### src/rtl/dbusif_pkg.sv
// Shared core definitions for the data-bus interface: access sizes, op codes,
// FSM states and the lane helpers used to build and decode bus beats.
package dbusif_pkg;

    localparam logic OP_READ  = 1'b0;
    localparam logic OP_WRITE = 1'b1;

    localparam logic [1:0] SIZE_B = 2'd0;
    localparam logic [1:0] SIZE_H = 2'd1;
    localparam logic [1:0] SIZE_W = 2'd2;
    localparam logic [1:0] SIZE_R = 2'd3;

    typedef enum logic [1:0] {
        ST_IDLE = 2'd0,
        ST_BUSY = 2'd1,
        ST_RESP = 2'd2
    } state_e;

    // Naturally aligned byte/half/word only; the reserved size never reaches the bus.
    function automatic logic size_legal(input logic [1:0] size, input logic [1:0] off);
        case (size)
            SIZE_B:  return 1'b1;
            SIZE_H:  return ~off[0];
            SIZE_W:  return (off == 2'b00);
            default: return 1'b0;
        endcase
    endfunction

    function automatic logic [3:0] lane_be(input logic [1:0] size, input logic [1:0] off);
        case (size)
            SIZE_B:  return 4'b0001 << off;
            SIZE_H:  return 4'b0011 << off;
            default: return 4'b1111;
        endcase
    endfunction

    function automatic logic [31:0] lane_wdata(input logic [1:0] size, input logic [31:0] wd);
        case (size)
            SIZE_B:  return {4{wd[7:0]}};
            SIZE_H:  return {2{wd[15:0]}};
            default: return wd;
        endcase
    endfunction

    function automatic logic [31:0] lane_rdata(input logic [1:0] size, input logic [1:0] off,
                                               input logic [31:0] rdata);
        logic [31:0] sh;
        sh = rdata >> {off, 3'b000};
        case (size)
            SIZE_B:  return {24'h0, sh[7:0]};
            SIZE_H:  return {16'h0, sh[15:0]};
            default: return sh;
        endcase
    endfunction

endpackage

### src/rtl/dff.sv
// Plain register cell with asynchronous active-low clear.
module dff #(
    parameter int W = 1
) (
    input  logic         clk,
    input  logic         rstn,
    input  logic [W-1:0] d,
    output logic [W-1:0] q
);

    always_ff @(posedge clk or negedge rstn) begin
        if (!rstn) q <= '0;
        else       q <= d;
    end

endmodule

### src/rtl/dbusif.sv
// Data-bus interface: turns a one-cycle load/store request into an aligned bus
// beat, waits for ack or timeout, and returns a single done/err/rd response.
module dbusif
    import dbusif_pkg::*;
#(
    parameter int TIMEOUT = 255
) (
    input  logic        clk,
    input  logic        rstn,
    input  logic        dbusif_req,
    input  logic        dbusif_w_rb,
    input  logic [1:0]  dbusif_size,
    input  logic [31:0] dbusif_addr,
    input  logic [31:0] dbusif_wd,
    output logic        dbusif_done,
    output logic        dbusif_err,
    output logic [31:0] dbusif_rd,
    output logic        bus_req,
    output logic        bus_w_rb,
    output logic [31:0] bus_addr,
    output logic [3:0]  bus_be,
    output logic [31:0] bus_wdata,
    input  logic        bus_ack,
    input  logic        bus_err,
    input  logic [31:0] bus_rdata,
    output state_e      dbg_state
);

    localparam logic [7:0] TO_LAST = 8'(TIMEOUT - 1);
    localparam int         OUT_W   = 1 + 1 + 32 + 1 + 1 + 32 + 4 + 32;

    state_e      state;
    logic [7:0]  cnt;
    logic [1:0]  lat_off;
    logic [1:0]  lat_size;
    logic        lat_w_rb;

    logic        legal;
    logic        accept;
    logic        ack_hit;
    logic        to_hit;

    logic        nxt_done;
    logic        nxt_err;
    logic [31:0] nxt_rd;
    logic        nxt_bus_req;
    logic        nxt_bus_w_rb;
    logic [31:0] nxt_bus_addr;
    logic [3:0]  nxt_bus_be;
    logic [31:0] nxt_bus_wdata;

    assign legal   = size_legal(dbusif_size, dbusif_addr[1:0]);
    assign accept  = (state == ST_IDLE) && dbusif_req;
    assign ack_hit = (state == ST_BUSY) && bus_ack;
    // Ack on the last allowed cycle still completes normally.
    assign to_hit  = (state == ST_BUSY) && !bus_ack && (cnt == TO_LAST);

    assign dbg_state = state;

    always_ff @(posedge clk or negedge rstn) begin
        if (!rstn) begin
            state    <= ST_IDLE;
            cnt      <= 8'd0;
            lat_off  <= 2'b00;
            lat_size <= SIZE_B;
            lat_w_rb <= OP_READ;
        end else begin
            case (state)
                ST_IDLE: begin
                    if (dbusif_req) begin
                        cnt      <= 8'd0;
                        lat_off  <= dbusif_addr[1:0];
                        lat_size <= dbusif_size;
                        lat_w_rb <= dbusif_w_rb;
                        state    <= legal ? ST_BUSY : ST_RESP;
                    end
                end
                ST_BUSY: begin
                    if (ack_hit || to_hit) state <= ST_RESP;
                    else                   cnt   <= cnt + 8'd1;
                end
                ST_RESP: state <= ST_IDLE;
                default: state <= ST_IDLE;
            endcase
        end
    end

    // Response outputs are computed on the edge that enters RESP so done is
    // visible for exactly the RESP cycle.
    always_comb begin
        nxt_done      = (accept && !legal) || ack_hit || to_hit;
        nxt_err       = (accept && !legal) || (ack_hit && bus_err) || to_hit;
        nxt_rd        = 32'h0;
        if (ack_hit && !bus_err && (lat_w_rb == OP_READ))
            nxt_rd = lane_rdata(lat_size, lat_off, bus_rdata);

        nxt_bus_req   = (accept && legal) || ((state == ST_BUSY) && !ack_hit && !to_hit);
        nxt_bus_w_rb  = bus_w_rb;
        nxt_bus_addr  = bus_addr;
        nxt_bus_be    = bus_be;
        nxt_bus_wdata = bus_wdata;
        if (accept && legal) begin
            nxt_bus_w_rb  = dbusif_w_rb;
            nxt_bus_addr  = {dbusif_addr[31:2], 2'b00};
            nxt_bus_be    = lane_be(dbusif_size, dbusif_addr[1:0]);
            nxt_bus_wdata = lane_wdata(dbusif_size, dbusif_wd);
        end
    end

    dff #(.W(OUT_W)) u_out_regs (
        .clk  (clk),
        .rstn (rstn),
        .d    ({nxt_done, nxt_err, nxt_rd, nxt_bus_req, nxt_bus_w_rb,
                nxt_bus_addr, nxt_bus_be, nxt_bus_wdata}),
        .q    ({dbusif_done, dbusif_err, dbusif_rd, bus_req, bus_w_rb,
                bus_addr, bus_be, bus_wdata})
    );

endmodule

### config.mk
export PLATFORM = sky130hd
export DESIGN_NAME = dbusif
export DESIGN_NICKNAME = d
export VERILOG_FILES = /design/src/rtl/dbusif_pkg.sv /design/src/rtl/dff.sv /design/src/rtl/dbusif.sv
export SDC_FILE = /design/constraint.sdc
export NUM_CORES = 1
export LEC_CHECK = 0
export ABC_CLOCK_PERIOD_IN_PS = 2260
export CORE_MARGIN = 1
export CORE_UTILIZATION = 52
export DETAILED_ROUTE_END_ITERATION = 6
export DONT_BUFFER_PORTS = 1
export GPL_TIMING_DRIVEN = 0
export PLACE_DENSITY = 0.69
export SYNTH_ARGS = -nofsm -noshare
export SYNTH_HDL_FRONTEND = slang
export SYNTH_SLANG_ARGS = --single-unit
### constraint.sdc
create_clock -name clk -period 2.26 [get_ports clk]
set_clock_uncertainty 0.2 [all_clocks]
set_input_delay 0.565 -clock clk [delete_from_list [all_inputs] [get_ports clk]]
set_output_delay 0.565 -clock clk [all_outputs]
set_load 0.02 [all_outputs]
==> metrics.cfg, run 1 <==
[die]
core_area_um2=9910
fp.dieW_um=104
num_rows=36
die_y_um=104
start_util=0.543
die-area_um2=10800
pin_count=210

[critical_path]
worst-setup-path-type=flop to flop
critPathTopFamily=compound AO/OA/AOI/OAI gates
critPathBufInv=2
start_kind=flop
crit_arrival_ps=2330
path_cells=inv_1 > ha_1 > and3_1 > a211o_4 > and2_0 > clkbuf_1 > a211o_1
crit_path_end_kind=flop
slowest_stage=dfrtp_2
worstPathMaxFanout=7
worst-path-stages=7
cp_slowest_stage_delay_ps=390
critPathRequiredTime_ps=2440
rr_worst_depth=7

[logic_synthesis]
synth_area_um2=5380
synthCells=437
synth_common_cells=dfrtp_1, mux2_4, mux2i_1, nand2_1, nor2_1
async_flop_share=1.00
synth_top_area_frac=0.544
synth_top_flop_cell=dfrtp_1
yosysSeqAreaShare=0.544
synth.largest_area_cell=dfrtp_1
netlist_top_cells_area=dfrtp_1, mux2_4, mux2i_1
ys_warn_count=0
synth_most_common_cell=dfrtp_1
synth_cell_types=50
synth-edff-count=0
ys_ff_latch=117
synth_area_per_cell_um2=12.3

[routing]
drc_errors=0
wl_per_cell_um=20.0
ant_nets=0
drt-initial-drc-count=154
routed_via_density=5.72
dr.pass1.iters=4
wl_mm=13.2
num_vias=3772

[final_layout]
fin_area_um2=6710
area.growth.synth_to_final_pct=24.7
diodes=0
fillerInstances=741
fin_nets=620
drive_above_1_share=0.195
stdcell_count=660

[sta]
fmax_mhz=465
hold_viol=117
worst-slew-pin-transition_ps=749
fin_hold_ws_ps=-440
maxSlewHeadroom=0.498
setup_violations=0
rsz0062_at_grt=false
fin_crit_ps=2150
drv_slew=0
final.period_utilization=0.951

[placement]
place_hpwl_mm=9.01
place_congestion=0.806
placed_area_um2=5550
portBuffers=0
placed_cells=571

[cts]
clock-root-buffer=clkbuf_8
clk_pin_slew_ps=60
insertion_delay_ps=500
cts.sinks=117
cts_tree=done
htreeDepth=4
ctsHoldBuffers=56
cts_buffers=17
clock_path_buffers=2

[global_route]
grt_pass1_wl_mm=21.5
track_usage=0.258
antenna_found_initial=0
grt_pass1_vias=3975
gr-total-overflow=0
grt_start_max_net_pins=118

[job]
cap_violations=0

[run_status]
violations=hold timing
status=finished, violations left

[power]
power_w=0.00778
internal-power_w=0.00506
ir_worst_vdd_mv=0.592
p_leak_nw=3.14
p_per_area_nw_per_um2=1160
p_seq_frac=0.480
power_frac_clock=0.327
p_sw_frac=0.349
power.share.combinational=0.193
p_switching_w=0.00271

[min_path]
worstHoldPathType=input pin to async pin

-- power by group through the flow --
stage | combinational, W | clock (W) | sequential, W
floorplan | 0.00119 | 0 | 0.00360
global placement | 0.00134 | 0 | 0.00374
detailed placement | 0.00140 | 0 | 0.00375
CTS | 0.00148 | 0.00259 | 0.00374
global route | 0.00163 | 0.00268 | 0.00380
finish | 0.00150 | 0.00255 | 0.00373
-- flip-flops by register name, indices dropped and copies added, names as in the netlist --
signal,count
lat_w_rb,1
lat_size,2
lat_off,2
dbg_state,2
cnt,8
u_out_regs.q,102
-- layout make-up --
class                      instances  area, µm²  share of cell area
timing repair buffer              57        568              0.0847
buffer                            31        170              0.0254
clock buffer                      17        414              0.0617
inverter                           1       3.75            0.000559
sequential                       117       2930               0.437
multi-input combinational        289       2300               0.343
clock inverter                    15        159              0.0237
tap                              133        166              0.0248
-- through the flow --
step | setup WS [ps] | util | setup TNS [ps]
after floorplan | 187 | - | 0
after CTS | 15.5 | 0.675 | 0
final | 110 | 0.677 | 0
after detailed placement | -139 | 0.560 | -2230
after global routing | 3.72 | 0.677 | 0
after global placement | -106 | 0.560 | -1890
-- path summary, 6_finish.rpt --
check                      slack (ps)           from          endpoint
min                              -440           rstn  u_out_regs.q[98]
max reg2reg                       110         cnt[0]            cnt[2]
max in group asynchronous        2100           rstn            cnt[0]
min in group clk                   30  bus_rdata[18]  u_out_regs.q[88]
max                               110         cnt[0]            cnt[2]
min reg2reg                       280       lat_w_rb          lat_w_rb
-- per-layer routing --
metal | GRT usage | share of wire
met5 | 0 | 0
met4 | 0.104 | 0.014
met1 | 0.323 | 0.41
met2 | 0.422 | 0.51
met3 | 0.0749 | 0.074
-- cells in the final DEF (no fill, tap or decap), drive strengths merged, types with 3 or more instances in the layout --
cell type / Yosys / final
a211o: 4 / 4
a211oi: 16 / 16
a21oi: 20 / 20
a31oi: 12 / 12
and2: 9 / 9
buf: 15 / 16
clkbuf: 16 / 33
clkinv: 0 / 9
clkinvlp: 0 / 3
dfrtp: 117 / 117
dlygate4sd3: 0 / 56
mux2: 55 / 55
mux2i: 36 / 36
nand2: 37 / 37
nand2b: 5 / 5
nand3: 7 / 7
nor2: 30 / 30
nor2b: 11 / 11
nor3b: 3 / 3
o21ai: 13 / 13
-- kinds of logic after synthesis --
| logic type | after synthesis | synth area share |
|---|---|---|
| flops | 117 | 0.544 |
| simple gates | 112 | 0.103 |
| mux | 91 | 0.212 |
| compound gates | 79 | 0.0979 |
| buf+inv | 32 | 0.0323 |
| xor+xnor | 3 | 0.00488 |
| fa+ha+maj | 2 | 0.00465 |
| other cells | 1 | 0.000697 |
-- repair_timing --
item,4_1_cts,5_1_grt
setup buffers,0,1
setup endpoints to repair,8,12
gates resized for setup,1,3
hold endpoints to repair,175,117
-- worst register-to-register path: stages (launching register included) --
cell and delay, ps:
dfrtp_2 390, inv_1 50, ha_1 180, and3_1 190
a211o_4 380, and2_0 170, clkbuf_1 160, a211o_1 310
(Power assumes the default switching activity.)
==> run 2: changes to the inputs <==
- TNS_END_PERCENT: unset -> 10
==> metrics.cfg, run 2 (synthesis gave the netlist of run 1 again) <==
[run_status]
status=finished, violations left
violations=hold timing

[critical_path]
worstSetupEndpoint=cnt[2]
worstSetupStartpoint=cnt[0]
reg2reg_from=cnt[0]
critPathRequiredTime_ps=2450  ; about the same
crit_path_end_kind=flop
rr_worst_depth=7  ; unchanged
worst-setup-path-type=flop to flop
r2r-end=cnt[2]
start_kind=flop
worstPathMaxFanout=7  ; unchanged
rrSetupSlack_ps=110  ; about the same
crit_arrival_ps=2330  ; about the same

[die]
num_rows=36  ; unchanged
die_y_um=104  ; unchanged
pin_count=210  ; unchanged
die-area_um2=10800  ; unchanged
fp.dieW_um=104  ; unchanged
core_area_um2=9910  ; unchanged
start_util=0.543  ; unchanged

[placement]
portBuffers=0  ; unchanged
place_congestion=0.806  ; unchanged
pre_cts_slack_ps=-139  ; unchanged
placed_cells=571  ; unchanged
place_hpwl_mm=9.01  ; unchanged

[global_route]
grt_pass1_wl_mm=21.5  ; unchanged
antenna_found_initial=0  ; unchanged
track_usage=0.258  ; unchanged
grt_pass1_vias=3975  ; unchanged
gr-total-overflow=0  ; unchanged
grt_start_max_net_pins=118  ; unchanged

[final_layout]
area.growth.synth_to_final_pct=24.6  ; about the same
fillerInstances=742  ; +0.13%
largest-register=u_out_regs.q
postLayoutCoreUtil=0.677  ; about the same
stdcell_count=659  ; -0.15%
reg.largest.list=u_out_regs.q (102), cnt (8)
most-common-layout-cells=dfrtp_1, dlygate4sd3_1, mux2_4
fin_nets=619  ; -0.16%
drive_above_1_share=0.196  ; +0.000372
largest_reg_flops=102  ; unchanged
final_common_cell=dfrtp_1
diodes=0  ; unchanged

[cts]
clk_pin_slew_ps=60  ; about the same
htreeDepth=4  ; unchanged
cts_tree=done
ctsHoldBuffers=56  ; unchanged
clock-root-buffer=clkbuf_8
insertion_delay_ps=500  ; about the same
cts_buffers=17  ; unchanged
clock_path_buffers=2  ; unchanged
cts.sinks=117  ; unchanged

[routing]
wl_per_cell_um=20.2  ; +0.68%
drc_errors=0  ; unchanged
drt-initial-drc-count=168  ; +9.1%
wl_mm=13.3  ; +0.53%
ant_nets=0  ; unchanged
dr.pass1.iters=4  ; unchanged
routed_via_density=5.77  ; +0.95%
num_vias=3802  ; +0.80%

[sta]
fin_crit_ps=2150  ; -2.46 ps
fin_hold_ws_ps=-444  ; -3.92 ps
setup_violations=0  ; unchanged
setup_ws_ps=113  ; +2.46 ps
fmax_mhz=466  ; +0.11%
hold_viol=117  ; unchanged
final.period_utilization=0.950  ; -0.00109
rsz0062_at_grt=false
worst-slew-pin-transition_ps=752  ; +3.22 ps
maxSlewHeadroom=0.496  ; -0.00216
drv_slew=0  ; unchanged

[min_path]
worstHoldPathType=input pin to async pin

[job]
cap_violations=0  ; unchanged

[power]
p_per_area_nw_per_um2=1160  ; +0.11%
ir_worst_vdd_mv=0.593  ; about the same
p_leak_nw=3.14  ; about the same

[run 2: cell types whose count changed in the layout (fill, tap and decap cells not counted)]
cell,before,now
buf_4,4,3
clkbuf_1,16,15
clkbuf_2,0,1
[run 2: per-stage QoR]
step / cell area, µm² / total power (W) / hold slack, ps / setup TNS [ps]
global route: 6700 / 0.00811 / -473 / 0
floorplan: 5390 / 0.00478 / 69.4 / 0
CTS: 6690 / 0.00781 / -472 / 0
detailed placement: 5550 / 0.00515 / 71.5 / -2230
global placement: 5550 / 0.00509 / 71.5 / -1890
finish: 6700 / 0.00778 / -444 / 0
[run 2: worst min-delay path by stage]
stage | from | endpoint | slack, ps | depth (start not counted)
after detailed placement | rstn | u_out_regs.q[98] | 70 | 0
final | rstn | u_out_regs.q[98] | -440 | 0
after global routing | rstn | u_out_regs.q[8] | -470 | 0
after global placement | rstn | u_out_regs.q[98] | 70 | 0
after CTS | rstn | u_out_regs.q[98] | -470 | 0
after floorplan | rstn | cnt[0] | 70 | 0
[run 2: final cells by class]
| type | count | area [µm²] | share of cell area |
|---|---|---|---|
| buffer | 31 | 171 | 0.0256 |
| clock buffer | 17 | 414 | 0.0618 |
| clock inverter | 15 | 159 | 0.0237 |
| inverter | 1 | 3.75 | 0.000560 |
| multi-input combinational | 289 | 2300 | 0.343 |
| sequential | 117 | 2930 | 0.437 |
| tap | 133 | 166 | 0.0248 |
| timing repair buffer | 56 | 561 | 0.0836 |
[run 2: critical path: stages, from the launching register on]
cell and delay, ps:
dfrtp_2 400, inv_1 50, ha_1 180, and3_1 180, a211o_4 380, and2_0 180, clkbuf_2 160, a211o_1 300
[run 2: metal layers]
layer	GRT usage	part of all wire	vias up
met1	0.323	0.41	1909
met2	0.422	0.50	167
li1	-	-	1705
met4	0.104	0.017	0
met3	0.0749	0.070	21
met5	0	0	-
[run 2: report_power, final]
| part | switching, W | internal, W |
|---|---|---|
| logic | 0.000647 | 0.000845 |
| clock network | 0.000981 | 0.00157 |
| registers | 0.00109 | 0.00264 |
| total | 0.00272 | 0.00506 |
[run 2: timing repair]
action,in CTS,in global routing
resized for setup,1,4
endpoints found under the setup margin,8,12
endpoints found under the hold margin,175,117
gates cloned,0,0
pin swaps,0,0
setup buffers,0,0
